==> config.mk <==
export PLATFORM = sky130hd
export DESIGN_NAME = div_radix2
export DESIGN_NICKNAME = d
export VERILOG_FILES = /design/src/rtl/div_radix2.sv
export SDC_FILE = /design/constraint.sdc
export NUM_CORES = 1
export LEC_CHECK = 0
export ABC_CLOCK_PERIOD_IN_PS = 10650
export BUFFER_PORTS_ARGS = -buffer_cell sky130_fd_sc_hd__buf_4
export CAP_MARGIN = 20
export CORE_MARGIN = 1
export CORE_UTILIZATION = 45
export CTS_BUF_LIST = sky130_fd_sc_hd__clkbuf_16
export DETAILED_ROUTE_END_ITERATION = 12
export GPL_TIMING_DRIVEN = 0
export PLACE_DENSITY = 0.75
export SLEW_MARGIN = 0
export SYNTH_ARGS = -nofsm -noshare
export SYNTH_HDL_FRONTEND = slang
export SYNTH_SLANG_ARGS = --single-unit
==> constraint.sdc <==
create_clock -name clk -period 10.65 [get_ports clk]
set_clock_uncertainty 0.05 [all_clocks]
set_input_delay 1.5975 -clock clk [delete_from_list [all_inputs] [get_ports clk]]
set_output_delay 1.5975 -clock clk [all_outputs]
set_load 0.005 [all_outputs]
==> src/rtl/div_radix2.sv <==
// div_radix2: multi-cycle restoring radix-2 integer divider, one quotient bit
// per cycle, start/ready handshake with annul (flush) support.
// Optional build macro: DIV_EARLY_EXIT_EN -- when defined, operations whose
// dividend magnitude is below the divisor magnitude skip the iteration loop.
module div_radix2 #(
  parameter int unsigned DATA_W = 32
) (
  input  logic                  clk,
  input  logic                  rst_n,
  input  logic                  signed_div_i,
  input  logic [DATA_W-1:0]     opdata1_i,
  input  logic [DATA_W-1:0]     opdata2_i,
  input  logic                  start_i,
  input  logic                  annul_i,
  output logic [2*DATA_W-1:0]   result_o,
  output logic                  ready_o
);

  localparam int unsigned CNT_W = $clog2(DATA_W) + 1;
  localparam logic [CNT_W-1:0] LAST_CNT = CNT_W'(DATA_W - 1);

  typedef enum logic [1:0] {
    S_IDLE    = 2'd0,
    S_BY_ZERO = 2'd1,
    S_ON      = 2'd2,
    S_END     = 2'd3
  } state_t;

  state_t               r_state;
  logic [CNT_W-1:0]     r_cnt;
  logic [DATA_W-1:0]    r_rem;       // partial remainder
  logic [DATA_W-1:0]    r_quo;       // dividend magnitude shifting out, quotient shifting in
  logic [DATA_W-1:0]    r_divisor;   // divisor magnitude
  logic                 r_quo_neg;
  logic                 r_rem_neg;
`ifdef DIV_EARLY_EXIT_EN
  logic                 r_early;
`endif

  // Operand magnitudes and sign flags at capture time
  logic                 w_op1_neg;
  logic                 w_op2_neg;
  logic [DATA_W-1:0]    w_abs1;
  logic [DATA_W-1:0]    w_abs2;

  assign w_op1_neg = signed_div_i & opdata1_i[DATA_W-1];
  assign w_op2_neg = signed_div_i & opdata2_i[DATA_W-1];
  assign w_abs1    = w_op1_neg ? (~opdata1_i + DATA_W'(1)) : opdata1_i;
  assign w_abs2    = w_op2_neg ? (~opdata2_i + DATA_W'(1)) : opdata2_i;

`ifdef DIV_EARLY_EXIT_EN
  logic                 w_early;
  assign w_early = (w_abs1 < w_abs2);
`endif

  // One shift-subtract step on the 2W+1-bit {rem, quo} working value
  logic [DATA_W:0]      w_rem_hi;
  logic                 w_ge;
  logic [DATA_W-1:0]    w_diff;
  logic [DATA_W-1:0]    w_rem_nxt;
  logic [DATA_W-1:0]    w_quo_nxt;

  assign w_rem_hi  = {r_rem, r_quo[DATA_W-1]};
  assign w_ge      = (w_rem_hi >= {1'b0, r_divisor});
  // True difference is below the divisor, so the low W bits are exact
  assign w_diff    = w_rem_hi[DATA_W-1:0] - r_divisor;
  assign w_rem_nxt = w_ge ? w_diff : w_rem_hi[DATA_W-1:0];
  assign w_quo_nxt = {r_quo[DATA_W-2:0], w_ge};

  // Sign correction of the final step and of the dividend (by-zero / early path)
  logic [DATA_W-1:0]    w_quo_res;
  logic [DATA_W-1:0]    w_rem_res;
  logic [DATA_W-1:0]    w_dvd_res;

  assign w_quo_res = r_quo_neg ? (~w_quo_nxt + DATA_W'(1)) : w_quo_nxt;
  assign w_rem_res = r_rem_neg ? (~w_rem_nxt + DATA_W'(1)) : w_rem_nxt;
  assign w_dvd_res = r_rem_neg ? (~r_quo + DATA_W'(1)) : r_quo;

  // Control FSM, iteration datapath and registered outputs
  always_ff @(posedge clk or negedge rst_n) begin
    if (!rst_n) begin
      r_state   <= S_IDLE;
      r_cnt     <= '0;
      r_rem     <= '0;
      r_quo     <= '0;
      r_divisor <= '0;
      r_quo_neg <= 1'b0;
      r_rem_neg <= 1'b0;
`ifdef DIV_EARLY_EXIT_EN
      r_early   <= 1'b0;
`endif
      result_o  <= '0;
      ready_o   <= 1'b0;
    end else begin
      case (r_state)
        S_IDLE: begin
          ready_o <= 1'b0;
          if (start_i && !annul_i) begin
            r_rem     <= '0;
            r_quo     <= w_abs1;
            r_divisor <= w_abs2;
            r_quo_neg <= w_op1_neg ^ w_op2_neg;
            r_rem_neg <= w_op1_neg;
            r_cnt     <= '0;
`ifdef DIV_EARLY_EXIT_EN
            r_early   <= 1'b0;
`endif
            if (opdata2_i == '0) begin
              r_state <= S_BY_ZERO;
            end
`ifdef DIV_EARLY_EXIT_EN
            else if (w_early) begin
              r_state <= S_BY_ZERO;
              r_early <= 1'b1;
            end
`endif
            else begin
              r_state <= S_ON;
            end
          end
        end

        S_BY_ZERO: begin
          // Quotient all ones for /0 (zero on early exit); remainder = dividend
`ifdef DIV_EARLY_EXIT_EN
          result_o <= {w_dvd_res, {DATA_W{~r_early}}};
`else
          result_o <= {w_dvd_res, {DATA_W{1'b1}}};
`endif
          ready_o  <= 1'b1;
          r_state  <= S_END;
        end

        S_ON: begin
          if (annul_i) begin
            r_state <= S_IDLE;
          end else begin
            r_rem <= w_rem_nxt;
            r_quo <= w_quo_nxt;
            r_cnt <= r_cnt + CNT_W'(1);
            if (r_cnt == LAST_CNT) begin
              result_o <= {w_rem_res, w_quo_res};
              ready_o  <= 1'b1;
              r_state  <= S_END;
            end
          end
        end

        S_END: begin
          ready_o <= 1'b0;
          r_state <= S_IDLE;
        end

        default: begin
          ready_o <= 1'b0;
          r_state <= S_IDLE;
        end
      endcase
    end
  end

endmodule

# Yosys cells after proc, flatten, opt, wreduce, memory -nomap -nowiden
# Cells that the tools add are included.
dict set report word_totals {
  regBits 171
  inputBits 69
  output_inout_bits 65
}
dict set report op_classes {
  add_sub_neg 7
  n_lt_le_gt_ge 1
  eq_ne 8
  muxes 26
  n_bitwise 8
  n_reduce_logical 12
}
# cell n
set ops {}
lappend ops {{2-to-1 mux 32 bit} 10}
lappend ops {{adder 32 x 1 -> 32 bit, second input constant} 5}
lappend ops {{inverter 32 bit} 5}
lappend ops {{2-to-1 mux 64 bit} 2}
lappend ops {{case mux 32 bit (2 select lines)} 2}
lappend ops {{case mux 64 bit (2 select lines)} 1}
lappend ops {{>= comparator 33 x 32 -> 1 bit} 1}
lappend ops {{logical NOT 32 bit} 1}
lappend ops {{subtractor 32 bit} 1}
lappend ops {{2-to-1 mux 6 bit} 2}
lappend ops {{case mux 6 bit (2 select lines)} 1}
lappend ops {{2-to-1 mux 2 bit} 4}
lappend ops {{case mux 2 bit (4 select lines)} 1}
lappend ops {{adder 6 x 1 -> 6 bit, second input constant} 1}
lappend ops {{equality test 6 x 5 -> 1 bit, second input constant} 1}
lappend ops {{!= test 2 bit, second input constant} 3}
lappend ops {{AND reduction 2 bit} 3}
lappend ops {{AND reduction 3 bit} 2}
lappend ops {{equality test 2 bit, second input constant} 2}
lappend ops {{nonzero test 2 bit} 2}
lappend ops {{!= test 3 bit, second input constant} 1}
lappend ops {{case mux 1 bit (3 select lines)} 1}
lappend ops {{bitwise AND 1 bit} 2}
lappend ops {{equality test 2 x 1 -> 1 bit, second input constant} 1}
lappend ops {{6 further kinds} 7}

# Depth between registers and ports, before layout
# Gate-level depths: netlist of the first run.
dict set report depth {
  ltp_word 8
  depth_mapped 24
}

# Worst setup path after synthesis of the first run
# No wires, ideal clock.
dict set report synth_path {
  path_type {flip-flop to flip-flop}
  start {register r_rem[1]}
  end {register result_o[52]}
  arrival_time_ps 5020
  required_ps 10463
  setup_slack_ps 5443
  stages_incl_launch_ff 23
  path_buffers 3
  period_less_slack_ps 5207
  path_cell_list {dfrtp_1 ha_1 nand3_1 o21ba_2 o21ai_1 a211o_1 a211oi_2 or2_1 buf_4 buf_2 buf_1 nand2_1 o21ai_0 ha_1 nand2_1 a2111oi_0 and4bb_2 o2111ai_1 a2bb2oi_1 o41ai_1 xor2_1 a21oi_1 a21oi_1}
}
dict set report synth_via {
  elab_chain_len 8
}
# item line
set synth_lines {}
lappend synth_lines {{start, declared} 31} ;# logic [DATA_W-1:0] r_rem;
lappend synth_lines {{start signal, assigned} 138} ;# r_rem <= w_rem_nxt;
lappend synth_lines {{subtractor 32 bit / >= comparator 33 x 32 -> 1 bit (equally long branches)} {66, 64}}
lappend synth_lines {{2-to-1 mux 32 bit (*)} 67} ;# assign w_rem_nxt = w_ge ? w_diff : w_rem_hi[DATA_W-1:0];
lappend synth_lines {{inverter 32 bit} 76} ;# assign w_rem_res = r_rem_neg ? (~w_rem_nxt + DATA_W'(1)) : w_rem_nxt;
lappend synth_lines {{adder 32 x 1 -> 32 bit} 76}
lappend synth_lines {{2-to-1 mux 32 bit (*)} 76}
lappend synth_lines {{2-to-1 mux 64 bit (*)} 141} ;# if (r_cnt == LAST_CNT) begin
lappend synth_lines {{2-to-1 mux 64 bit (*)} 135} ;# if (annul_i) begin
lappend synth_lines {{case mux 64 bit (2 select lines) (*)} 95} ;# case (r_state)
lappend synth_lines {{end signal, assigned} 128} ;# result_o <= {w_dvd_res, {DATA_W{1'b1}}};
lappend synth_lines {{end signal, assigned} 142} ;# result_o <= {w_rem_res, w_quo_res};
lappend synth_lines {{end, declared} 15} ;# output logic [2*DATA_W-1:0] result_o,
# Every way passes the cells marked *; elsewhere a longest branch is shown, timed or not. The select of a mux whose other input is x is not followed.
# A chain may end at the register's enable or synchronous reset.

# Worst setup path after layout of the first run
dict set report layout_path {
  start {register r_rem[8]}
  end {register result_o[52]}
}
# Same word-level chain as after synthesis.

==> results.sh, run 1 <==
export IMPL_status="completed"
export IMPL_ant_nets=0
export IMPL_area_growth_pct=15.9
export IMPL_core_rowCount=61
export IMPL_crit_type="register to register"
export IMPL_p_switching_mw=2.89
export IMPL_start_kind="register"
export IMPL_hpwlAfterDp_mm=35.3
export IMPL_drc=0
export IMPL_p_clk_frac=0.117
export IMPL_setup_viol=0
export IMPL_swShare=0.538
export IMPL_cts_sinks=171
export IMPL_grt_overflow=0
export IMPL_dieArea_mm2=0.0297
export IMPL_initial_utilization=0.464
export IMPL_synth_mux_area_frac=0.0237
export IMPL_fill_cells=2704
export IMPL_die_h_um=172
export IMPL_clock_path_buffers=2
export IMPL_final_cell_area_mm2=0.0151
export IMPL_die_width_um=172
export IMPL_avgSynthCellArea_um2=7.81
export IMPL_peakVddDrop_v=0.000143
export IMPL_synth_edff_count=0
export IMPL_io_buffers=133
export IMPL_grt_first_pass_wirelength_mm=69.8
export IMPL_max_stage_delay_ns=0.68
export IMPL_synth_simple_area_share=0.204
export IMPL_max_cap_violations=0
export IMPL_cp_cell_sequence="ha_1 > clkbuf_1 > nand4_1 > nor4_1 > a31oi_1 > o221ai_1 > or2_1 > buf_4 > buf_2 > buf_1 > nand2_1 > o21ai_0 > ha_1 > nand2_1 > a2111oi_0 > and4bb_2 > o2111ai_1 > a2bb2oi_1 > o41ai_1 > xor2_1 > a21oi_1 > a21oi_1"
export IMPL_drtIter0Drc=1473
export IMPL_syn_area_mm2=0.0131
export IMPL_arrival_ns=7.60
export IMPL_ys_seq_elements=171
export IMPL_multi_input_comb_area_mm2=0.00816
export IMPL_cp_slowest_cell="a2111oi_0"
export IMPL_p_int_mw=2.48
export IMPL_finalWirelength_mm=45.4
export IMPL_diodes=0
export IMPL_cts_root_buf="clkbuf_16"
export IMPL_clock_latency_ns=0.44
export IMPL_cts_setup_buffers=0
export IMPL_finalSetupTns_ns=0
export IMPL_drv_slew=0
export IMPL_postSynth_asyncResetShare=1.00
export IMPL_min_path_type="register to register"
export IMPL_final_hold_violation_count=0
export IMPL_synthXorXnorAreaFrac=0.110
export IMPL_synth_nets=1783
export IMPL_numCtsBuffers=17
export IMPL_postPlaceCellArea_mm2=0.0146
export IMPL_holdWs_ns=0.432
export IMPL_vias=13500
export IMPL_yosysUniqueCellTypes=76
export IMPL_post_cts_resized=0
export IMPL_nNetsFinal=1936
export IMPL_yosys_area_share_adder=0.0418
export IMPL_synth_top_family_by_area="compound AO/OA/AOI/OAI gates"
export IMPL_synth_compound_area_frac=0.245
export IMPL_grt_pass1_vias=12600
export IMPL_fmax_mhz=137
export IMPL_cts_clk_slew_worst_paths_ns=0.07
export IMPL_cts_hold_buf=0
export IMPL_p_per_area_mw_per_mm2=355
export IMPL_end_kind="register"
export IMPL_fin_ws_ns=3.37
export IMPL_min_period_ns=7.28
export IMPL_cts_tree="yes"
export IMPL_first_pass_iters=6
export IMPL_ios=134
export IMPL_power_leakage_nw=6.26
export IMPL_ys_warn_count=0
export IMPL_regArea_mm2=0.00428
export IMPL_drive_gt1_frac=0.113
export IMPL_pwr_share_seq=0.213
export IMPL_cts_max_level=4
export IMPL_crit_required_ns=10.96
export IMPL_min_period_over_period=0.684
export IMPL_yosysSeqAreaShare=0.328
export IMPL_combPwrFrac=0.670
export IMPL_vias_per_cell=6.10
export IMPL_slew_limit_headroom=0.447
export IMPL_dp_slack_ns=3.63
export IMPL_wire_per_inst_um=20.5
export IMPL_antenna_found_initial=0
export IMPL_grt_start_max_net_pins=90
export IMPL_synth_flop_cell="dfrtp_1"
export IMPL_max_slew_worst_pin_slew_ns=0.830
export IMPL_core_area_mm2=0.0282
export IMPL_place_congestion=1.02
export IMPL_rsz0062_at_grt="no"
export IMPL_syn_inst=1671
export IMPL_track_usage=0.309
export IMPL_worst_path_max_fanout=10
## final cells by class
type                       count  share of cell area
tap                          378              0.0313
sequential                   171               0.283
clock buffer                  17              0.0281
multi-input combinational   1340               0.539
timing repair buffer         134              0.0683
clock inverter                15             0.00951
buffer                       105              0.0272
inverter                      55              0.0136
## through the flow
| stage | total power [mW] | std cells | utilization |
|---|---|---|---|
| 6_report | 5.37 | 2215 | 0.537 |
| 4_1_cts | 5.27 | 2215 | 0.537 |
| 2_1_floorplan | 3.50 | 1671 | - |
| 3_5_place_dp | 4.64 | 2183 | 0.517 |
| 5_1_grt | 5.71 | 2215 | 0.537 |
| 3_3_place_gp | 4.57 | 2182 | 0.516 |
## per-layer routing
metal / wire (um) / vias to the layer above / global-route usage
li1: - / 6240 / -
met1: 19700 / 6588 / 0.429
met2: 20600 / 607 / 0.481
met3: 4280 / 71 / 0.0703
met4: 918 / 0 / 0.0827
met5: 0 / - / 0
## worst max-delay path, delay by kind of cell, from the launching register on
kind            cells  cell delay [ns]
compound gates      9             2.56
simple gates        6             1.68
buf+inv             4             1.53
fa+ha+maj           2             0.68
flops               1             0.43
xor+xnor            1             0.24
## registers in the layout (all words and copies together), names as in the netlist
register   count
r_quo         32
r_state        2
r_rem_neg      1
r_rem         32
ready_o        1
r_cnt          6
r_divisor     32
result_o      64
r_quo_neg      1
## power groups by stage
stage	clock network (mW)	logic (mW)	registers, mW
2_1_floorplan	0	2.46	1.05
3_3_place_gp	0	3.43	1.14
3_5_place_dp	0	3.49	1.14
4_1_cts	0.621	3.51	1.13
5_1_grt	0.650	3.90	1.16
6_report	0.626	3.60	1.15
## placed cells by master, fill, tap and decap left out, drive strengths merged, types with 10 or more instances in the layout
cell    count
nand3      10
mux2i      23
nand2b     15
or3        29
o22ai      26
inv        65
xnor2      75
a21oi     141
o31ai      25
ha         42
nor4       17
nand2     227
buf       156
a211oi     15
or4        14
nor2      127
o211ai     16
a21o       17
clkbuf    100
o21ai     232
xor2       89
nor3       43
and2       10
dfrtp     171
or2        13
nor2b      10
nand4      10
## logic make-up (layout without fill, tap and decap cells)
kind of cell / Yosys count / after routing
muxes: 29 / 29
and+or+nand+nor: 562 / 562
DFF: 171 / 171
xor gates and xnor gates: 164 / 164
buffers and inverters: 160 / 326
AOI/OAI and AO/OA: 542 / 542
adders and majority gates: 43 / 43
## Yosys cell counts, drive strengths merged, types with 13 or more instances
master | number | area, um^2
a211oi | 15 | 128
a21o | 17 | 128
a21oi | 141 | 706
buf | 22 | 100
clkbuf | 83 | 312
dfrtp | 171 | 4280
ha | 42 | 526
inv | 55 | 206
mux2i | 23 | 230
nand2 | 227 | 852
nand2b | 15 | 93.8
nor2 | 127 | 477
nor3 | 43 | 215
nor4 | 17 | 121
o211ai | 16 | 120
o21ai | 232 | 1160
o22ai | 26 | 163
o31ai | 25 | 198
or2 | 13 | 81.3
or3 | 29 | 181
or4 | 14 | 105
xnor2 | 75 | 657
xor2 | 89 | 780
## final timing paths
path / slack, ns / cells after the start / from / endpoint
min: 0.43 / 2 / r_divisor[30] / r_divisor[30]
min reg2reg: 0.43 / 2 / r_divisor[30] / r_divisor[30]
max in group asynchronous: 8.59 / 2 / rst_n / result_o[49]
max: 3.37 / 22 / r_rem[8] / result_o[52]
max reg2reg: 3.37 / 22 / r_rem[8] / result_o[52]
min in group asynchronous: 1.09 / 1 / rst_n / r_quo[8]
Power figures use the tool's default switching activity.
==> inputs of run 2 (changes only) <==
Settings changed: ABC_CLOCK_PERIOD_IN_PS 10650 to 6300, PLACE_DENSITY 0.75 to 0.77.
Clock period 10.65 ns to 6.3 ns, I/O delays scaled along.
==> results.sh, run 2 (synthesis results as in run 1) <==
export IMPL_slew_limit_headroom=0.472
export IMPL_clock_path_buffers=2
export IMPL_track_usage=0.307
export IMPL_final_hold_violation_count=0
export IMPL_min_path_type="input port to asynchronous set/reset pin"
export IMPL_vias=13300
export IMPL_fill_cells=2690
export IMPL_cts_root_buf="clkbuf_16"
export IMPL_cts_tree="yes"
export IMPL_fmax_mhz=165
export IMPL_end_kind="register"
export IMPL_area_growth_pct=16.5
export IMPL_worst_path_max_fanout=10
export IMPL_max_slew_worst_pin_slew_ns=0.792
export IMPL_ant_nets=0
export IMPL_grtUsageMet3=0.0506
export IMPL_cts_max_level=4
export IMPL_grt_met2_usage=0.480
export IMPL_finalWirelength_mm=45.2
export IMPL_largest_register_ffs=64
export IMPL_layout_common_cells="nand2_1 (227), o21ai_0 (220), dfrtp_1 (171)"
export IMPL_cts_clk_slew_worst_paths_ns=0.08
export IMPL_numCtsBuffers=17
export IMPL_grt_pass1_vias=12400
export IMPL_vias_per_cell=5.99
export IMPL_final_common_cell="nand2_1"
export IMPL_dp_slack_ns=-0.721
export IMPL_top_register="result_o"
export IMPL_io_buffers=133
export IMPL_combPwrFrac=0.670
export IMPL_hpwlAfterDp_mm=35.5
export IMPL_min_period_ns=6.05
export IMPL_start_kind="register"
export IMPL_drive_gt1_frac=0.117
export IMPL_core_rowCount=61
export IMPL_p_switching_mw=4.89
export IMPL_swShare=0.537
export IMPL_wire_per_inst_um=20.4
export IMPL_place_congestion=0.971
export IMPL_p_int_mw=4.21
export IMPL_antenna_found_initial=0
export IMPL_p_per_area_mw_per_mm2=598
export IMPL_grt_first_pass_wirelength_mm=69.0
export IMPL_total_power_mw=9.10
export IMPL_p_clk_frac=0.116
export IMPL_pwr_share_seq=0.213
export IMPL_max_cap_violations=0
export IMPL_crit_type="register to register"
export IMPL_core_area_mm2=0.0282
export IMPL_first_pass_iters=5
export IMPL_ios=134
export IMPL_clock_latency_ns=0.44
export IMPL_diodes=0
export IMPL_status="completed"
export IMPL_crit_required_ns=6.56
export IMPL_initial_utilization=0.464
export IMPL_cts_sinks=171
export IMPL_grt_start_max_net_pins=117
export IMPL_dieArea_mm2=0.0297
export IMPL_busiest_layer="met2"
export IMPL_drc=0
export IMPL_min_period_over_period=0.960
export IMPL_drv_slew=0
export IMPL_arrival_ns=6.31
export IMPL_drtIter0Drc=1294
export IMPL_peakVddDrop_v=0.000237
export IMPL_die_width_um=172
export IMPL_grt_overflow=0
export IMPL_met1_usage=0.435
export IMPL_nNetsFinal=1937
export IMPL_power_leakage_nw=6.29
export IMPL_fin_ws_ns=0.249
export IMPL_setup_viol=0
export IMPL_die_h_um=172
-- run 2: worst paths after layout --
| kind | startpoint | to | slack (ns) | cells after the start |
|---|---|---|---|---|
| setup / recovery | r_rem[1] | result_o[30] | 0.25 | 20 |
| hold / removal | rst_n | r_quo[12] | 0.34 | 1 |
| setup reg to reg | r_rem[1] | result_o[30] | 0.25 | 20 |
| hold reg to reg | r_divisor[3] | r_divisor[3] | 0.43 | 2 |
| max in group asynchronous | rst_n | r_divisor[0] | 4.90 | 2 |
| min in group clk | r_divisor[3] | r_divisor[3] | 0.43 | 2 |
-- run 2: layer usage --
| layer | share of wire | vias to the layer above |
|---|---|---|
| li1 | - | 6230 |
| met1 | 0.45 | 6431 |
| met2 | 0.45 | 555 |
| met3 | 0.078 | 66 |
| met4 | 0.022 | 0 |
| met5 | 0 | - |
-- run 2: stage by stage --
stage               cell area [um^2]  utilization  hold slack, ns  cells  setup TNS (ns)
finish                         15200        0.540           0.341   2216               0
global route                   15200        0.540           0.384   2216         -0.0615
CTS                            15100        0.538           0.374   2214               0
detailed placement             14600        0.517           0.421   2183           -5.73
global placement               14500        0.516           0.416   2182           -5.25
floorplan                      13100            -           0.400   1671               0
-- run 2: power groups by stage --
| stage | sequential [mW] | combinational (mW) | clock, mW |
|---|---|---|---|
| after floorplan | 1.77 | 4.15 | 0 |
| after global placement | 1.93 | 5.81 | 0 |
| after detailed placement | 1.94 | 5.89 | 0 |
| after CTS | 1.92 | 5.93 | 1.06 |
| after global routing | 1.98 | 6.62 | 1.10 |
| final | 1.94 | 6.10 | 1.06 |
-- run 2: area by class of cell --
class / count / area, um^2 / area share
plain buffers: 104 / 418 / 0.0275
clock buffers: 17 / 425 / 0.0280
clock inverters: 15 / 154 / 0.0101
inverters: 55 / 206 / 0.0136
multi-input cells: 1340 / 8200 / 0.539
flip-flops and latches: 171 / 4280 / 0.281
well taps: 378 / 473 / 0.0311
repair buffers: 136 / 1050 / 0.0689
-- run 2: timing repair --
action	4_1_cts	5_1_grt
hold endpoints to repair	0	0
setup buffers	0	2
endpoints found under the setup margin	13	9
resized for setup	6	6
hold buffers	0	0
pin swaps	0	1
-- run 2: worst max-delay path: stages (launching register included) --
cell      delay (ns)
dfrtp_1         0.49
ha_1            0.43
nand3_1         0.24
o21ba_2         0.23
o21ai_1         0.24
a211o_1         0.32
a211oi_4        0.12
or2_1           0.27
buf_4           0.20
inv_2           0.19
clkbuf_2        0.32
buf_2           0.33
buf_2           0.38
ha_1            0.26
nand3_1         0.09
or3_1           0.38
or3_1           0.46
o41ai_2         0.39
a21boi_0        0.26
xor2_1          0.16
o21ai_0         0.09
